### config.mk
export PLATFORM = sky130hd
export DESIGN_NAME = shape_draw_seq
export DESIGN_NICKNAME = d
export VERILOG_FILES = /design/src/rtl/shape_draw_seq.sv
export SDC_FILE = /design/constraint.sdc
export NUM_CORES = 1
export LEC_CHECK = 0
export CORE_AREA = 2 2 84 86
export CTS_BUF_LIST = sky130_fd_sc_hd__clkbuf_4 sky130_fd_sc_hd__clkbuf_8
export DETAILED_ROUTE_END_ITERATION = 6
export DIE_AREA = 0 0 86 88
export SLEW_MARGIN = 20
export SYNTH_ARGS = -nofsm -noshare
export SYNTH_HDL_FRONTEND = slang
export SYNTH_SLANG_ARGS = --single-unit
### constraint.sdc
create_clock -name clk_pix -period 2.5 [get_ports clk_pix]
set_input_delay 0.625 -clock clk_pix [delete_from_list [all_inputs] [get_ports clk_pix]]
set_output_delay 0.625 -clock clk_pix [all_outputs]
set_load 0.01 [all_outputs]
### src/rtl/shape_draw_seq.sv
// rtl/shape_draw_seq.sv - clear-then-draw sequencer feeding a line drawer into a framebuffer
module shape_draw_seq #(
    parameter int XY_BITW       = 10,
    parameter int LINE_CNT      = 12,
    parameter int LINEW         = $clog2(LINE_CNT),
    parameter int COLORW        = 3,
    parameter int FB_WIDTH      = 16,
    parameter int FB_HEIGHT     = 16,
    parameter int CLEAR_EN      = 1,
    parameter int CLEAR_COLOR   = 0,
    parameter int REDRAW_FRAMES = 0
) (
    input  logic               clk_pix,
    input  logic               rst,
    input  logic               en,
    input  logic               frame,
    input  logic [XY_BITW-1:0] sx,
    input  logic [XY_BITW-1:0] sy,
    output logic [LINEW-1:0]   line_id,
    input  logic [COLORW-1:0]  line_color,
    output logic               dl_start,
    output logic               dl_oe,
    input  logic [XY_BITW-1:0] dl_x,
    input  logic [XY_BITW-1:0] dl_y,
    input  logic               dl_drawing,
    input  logic               dl_done,
    output logic               fb_we,
    output logic [XY_BITW-1:0] fb_x,
    output logic [XY_BITW-1:0] fb_y,
    output logic [COLORW-1:0]  fb_color,
    output logic               fb_oe,
    output logic               busy
);

    typedef enum logic [2:0] {
        S_IDLE, S_CLEAR, S_FETCH, S_START, S_DRAW, S_DONE
    } state_t;

    localparam int FCW = (REDRAW_FRAMES > 0) ? $clog2(REDRAW_FRAMES + 1) : 1;
    localparam logic [XY_BITW-1:0] CX_LAST   = XY_BITW'(FB_WIDTH - 1);
    localparam logic [XY_BITW-1:0] CY_LAST   = XY_BITW'(FB_HEIGHT - 1);
    localparam logic [LINEW-1:0]   LINE_LAST = LINEW'(LINE_CNT - 1);
    localparam logic [FCW-1:0]     FRM_LAST  = FCW'(REDRAW_FRAMES - 1);
    localparam logic               REDRAW_ON = (REDRAW_FRAMES > 0);

    state_t              r_state;
    state_t              w_state_nxt;
    state_t              w_pass_st;
    logic [XY_BITW-1:0]  r_cx;
    logic [XY_BITW-1:0]  r_cy;
    logic [LINEW-1:0]    r_line_id;
    logic [FCW-1:0]      r_frm_cnt;
    logic [COLORW-1:0]   r_fb_color;
    logic                r_dl_start;
    logic                r_dl_oe;
    logic                r_fb_oe;
    logic                r_busy;
    logic                w_frame_go;
    logic                w_redraw;
    logic                w_fb_we;
    logic [XY_BITW-1:0]  w_fb_x;
    logic [XY_BITW-1:0]  w_fb_y;

    assign w_pass_st  = (CLEAR_EN != 0) ? S_CLEAR : S_FETCH;
    assign w_frame_go = frame && en;
    // Redraw fires on the pulse that would bring the count up to REDRAW_FRAMES.
    assign w_redraw   = REDRAW_ON && w_frame_go && (r_frm_cnt == FRM_LAST);

    always_comb begin
        w_state_nxt = r_state;
        case (r_state)
            S_IDLE:  if (w_frame_go) w_state_nxt = w_pass_st;
            S_CLEAR: if (r_cx == CX_LAST && r_cy == CY_LAST) w_state_nxt = S_FETCH;
            S_FETCH: w_state_nxt = S_START;
            S_START: w_state_nxt = S_DRAW;
            S_DRAW:  if (dl_done) w_state_nxt = (r_line_id == LINE_LAST) ? S_DONE : S_FETCH;
            S_DONE:  if (w_redraw) w_state_nxt = w_pass_st;
            default: w_state_nxt = S_IDLE;
        endcase
    end

    always_ff @(posedge clk_pix or negedge rst) begin
        if (!rst) begin
            r_state    <= S_IDLE;
            r_cx       <= '0;
            r_cy       <= '0;
            r_line_id  <= '0;
            r_frm_cnt  <= '0;
            r_fb_color <= '0;
            r_dl_start <= 1'b0;
            r_dl_oe    <= 1'b0;
            r_fb_oe    <= 1'b0;
            r_busy     <= 1'b0;
        end else begin
            r_state    <= w_state_nxt;
            r_dl_start <= (w_state_nxt == S_START);
            r_dl_oe    <= (w_state_nxt == S_FETCH) || (w_state_nxt == S_START) ||
                          (w_state_nxt == S_DRAW);
            r_busy     <= (w_state_nxt == S_CLEAR) || (w_state_nxt == S_FETCH) ||
                          (w_state_nxt == S_START) || (w_state_nxt == S_DRAW);
            r_fb_oe    <= (w_state_nxt == S_DONE);
            case (r_state)
                S_IDLE: begin
                    if (w_frame_go) r_line_id <= '0;
                end
                S_CLEAR: begin
                    if (r_cx == CX_LAST) begin
                        r_cx <= '0;
                        r_cy <= (r_cy == CY_LAST) ? '0 : r_cy + XY_BITW'(1);
                    end else begin
                        r_cx <= r_cx + XY_BITW'(1);
                    end
                end
                S_START: r_fb_color <= line_color;
                S_DRAW: begin
                    if (dl_done && r_line_id != LINE_LAST) r_line_id <= r_line_id + LINEW'(1);
                end
                S_DONE: begin
                    if (REDRAW_ON && w_frame_go) begin
                        if (r_frm_cnt == FRM_LAST) begin
                            r_frm_cnt <= '0;
                            r_line_id <= '0;
                        end else begin
                            r_frm_cnt <= r_frm_cnt + FCW'(1);
                        end
                    end
                end
                default: ;
            endcase
        end
    end

    // Framebuffer port is steered straight from the active source so drawer pixels land without delay.
    always_comb begin
        w_fb_we = 1'b0;
        w_fb_x  = '0;
        w_fb_y  = '0;
        case (r_state)
            S_CLEAR: begin
                w_fb_we = 1'b1;
                w_fb_x  = r_cx;
                w_fb_y  = r_cy;
            end
            S_DRAW: begin
                w_fb_we = dl_drawing;
                w_fb_x  = dl_x;
                w_fb_y  = dl_y;
            end
            S_DONE: begin
                w_fb_x = sx;
                w_fb_y = sy;
            end
            default: ;
        endcase
    end

    assign line_id  = r_line_id;
    assign dl_start = r_dl_start;
    assign dl_oe    = r_dl_oe;
    assign fb_oe    = r_fb_oe;
    assign busy     = r_busy;
    assign fb_we    = w_fb_we;
    assign fb_x     = w_fb_x;
    assign fb_y     = w_fb_y;
    assign fb_color = (r_state == S_CLEAR) ? COLORW'(CLEAR_COLOR) : r_fb_color;

endmodule

==> results of run 1 <==
-- critical path, cell delays in order --
cell             delay (ns)
clkdlybuf4s50_1        0.42
mux2_2                 0.27
a22oi_1                0.19
nor2_1                 0.06
clkdlybuf4s15_1        0.24
-- layer usage --
| layer | global-route usage | vias to the layer above |
|---|---|---|
| met1 | 0.211 | 936 |
| met2 | 0.253 | 61 |
| li1 | - | 984 |
| met5 | 0 | - |
| met3 | 0.0481 | 7 |
| met4 | 0.0390 | 0 |
-- Yosys cell counts, drive strengths merged (2+ instances only) --
master and number:
xnor2 8, and3b 2, nor2 35, a22oi 20
nor2b 3, nand2b 5, and4 2, nand3 6
o21ai 5, dfrtp 34, a21oi 6, nor3b 2
mux2 25, nand4 7, nor3 3, xor2 8
clkbuf 7, and3 4, ha 3, and2 5
buf 5, nand2 20
-- kinds of logic (layout without fill, tap and decap cells) --
logic type,count (synthesis),after routing
adders and majority gates,3,3
AOI/OAI and AO/OA,35,35
DFF,34,34
and+or+nand+nor,98,98
buffers and inverters,13,108
xor gates and xnor gates,16,16
muxes,25,25
-- sequential cells by signal (all words and copies together) (netlist names) --
signal      cells
r_cx           10
busy            1
dl_oe           1
r_cy           10
fb_oe           1
r_state         3
line_id         4
dl_start        1
r_fb_color      3
-- power by group --
part	leakage, µW	switching [µW]	internal [µW]
Combinational	0.00106	289	348
Clock	0.0000575	198	278
Sequential	0.000446	98.9	627
-- cells in the final DEF (no fill, tap or decap), types with 5 or more instances in the layout --
cell,Yosys,final
and2_1,5,5
nand3_1,6,6
nand2b_1,5,5
clkbuf_8,0,8
nand4_1,7,7
xor2_1,8,8
dlygate4sd2_1,0,20
a22oi_1,20,20
xnor2_1,8,8
mux2_2,24,24
dfrtp_1,34,33
a21oi_1,6,6
o21ai_0,5,5
nor2_1,35,35
nand2_1,19,19
clkdlybuf4s50_1,0,56
buf_4,1,16
-- final cells by class --
cell class,instances,area [µm²],area share
Tap cell,80,100,0.0311
Multi-Input combinational cell,177,1210,0.378
Sequential cell,34,852,0.265
Clock buffer,8,110,0.0342
Inverter,1,3.75,0.00117
Timing Repair Buffer,99,937,0.291
-- timing repair --
item	in CTS	in global routing
setup endpoints to repair	24	4
buffers inserted	3	2
resized for setup	26	5
-- final timing paths --
path                       depth (start not counted)         end
min in group asynchronous                          2  line_id[1]
max reg2reg                                        5     r_cy[4]
max                                                5     fb_x[0]
min                                                1     r_cy[9]
min reg2reg                                        1     r_cy[9]
max in group asynchronous                          2  r_state[2]
-- stage by stage --
step,hold WS (ns),power [µW],cells
floorplan,0.329,1080,224
global placement,0.480,1400,386
detailed placement,0.479,1410,386
CTS,0.492,1850,397
global route,0.513,1970,399
finish,0.496,1840,399
==> impl_metrics.ini, run 1 <==
[drt]
routed_wl_um = 5660
wl_met2_um = 2570
drc = 0
post_drt_wl_per_cell_um = 14.2
drtPass1Iterations = 4
via_count = 1988
wl_met1_um = 2640
drtAntennaViolNets = 0
route.met3.wl_um = 387
top_layer = met4
viasPerCell = 4.98
drtIter0Drc = 75

[placement]
hpwl_um = 4330
place.gp.congestion = 0.800
placed_cell_area_um2 = 3070
numPortBuffers = 80
post-place-ws_ns = -0.173

[synth]
synth-seq-cells = 34
yosys.area_share.simple = 0.240
syn-num-nets = 276
syn_area_um2 = 2120
post-synth-top-area-cell = dfrtp_1
yosys.area.top_type_share = 0.400
synthCells = 224
synth_edf_count = 0
synth_cell_types = 37
synth-async-reset-ratio = 1.00
synthFlopType = dfrtp_1
synth-seq-area-share = 0.400
synth_area_leaders = dfrtp_1 (40%), mux2_2 (13%), a22oi_1 (7.1%)
ys_warn_count = 0
synthAdderAreaFrac = 0.0177
synth.area.mux_share = 0.134
avgSynthCellArea_um2 = 9.48
synth_top_family_by_area = simple AND/OR/NAND/NOR gates
synth_compound_area_frac = 0.111
synth_xor_area_frac = 0.0660

[critical_path]
crit_path_end_kind = output pin
timing.reg2reg.setup_slack_ns = 0.61
path_max_fanout = 1
startpoint_type = primary input
critPathLaunch = sx[0]
cp.required_ns = 1.88
timing.rr.start = r_cx[1]
critPathKind = primary input to output pin
cp.arrival_ns = 1.80

[flow_run]
cap_violations = 0

[layout]
utilization = 0.484
insertedDiodeCount = 0
nets = 370
final_cell_area_um2 = 3220
area_delta_synth_final_pct = 51.5
drive_gt1_frac = 0.188
nFillCells = 666

[global_route]
grt_max_degree = 35
grt_pass1_wl_um = 9450
antenna_found_initial = 0
gr-total-overflow = 0
grt_pass1_vias = 1991
track_usage = 0.158

[timing]
fin_ws_ns = 0.0731
final.setup.tns_ns = 0
max_freq_mhz = 412
setup_viol = 0
period_minus_slack_ns = 2.43
fin_crit_sh = 0.971
finalMaxSlewViolations = 0
final_hold_viol_count = 0
rsz0062_at_grt = false
slew_headroom = 0.707
worst_pin_slew_ns = 0.439
fin_skew_ns = 0.00354

[run_status]
status = finished clean

[floorplanning]
rows = 30
die_height_um = 88
dieWidth_um = 86
core-area_um2 = 6640
ios = 81
initial_core_util = 0.320
die-area_um2 = 7570

[pwr]
vdd_drop_max_mv = 0.313
leakagePower_uw = 0.00156
powerDensity_nw_per_um2 = 572

[clock_network]
cts_buffers = 5
htree_levels = 2
cts_buffer_depth = 2
path_clk_slew_ns = 0.07
cts_tree = done
cts-hold-fix-buffers = 0
root_buffer = clkbuf_8
numClockSinks = 34
clock_latency_ns = 0.28

[min_path]
hold_start = r_cy[9]
hold_class = flip-flop to flip-flop
No activity file was read; power rests on OpenSTA's default activity.
==> run 2: changes to the inputs <==
Settings changed: CAP_MARGIN set to 40.
==> results of run 2 <==
The final DEF is identical to that of run 1; final timing and power are the same.
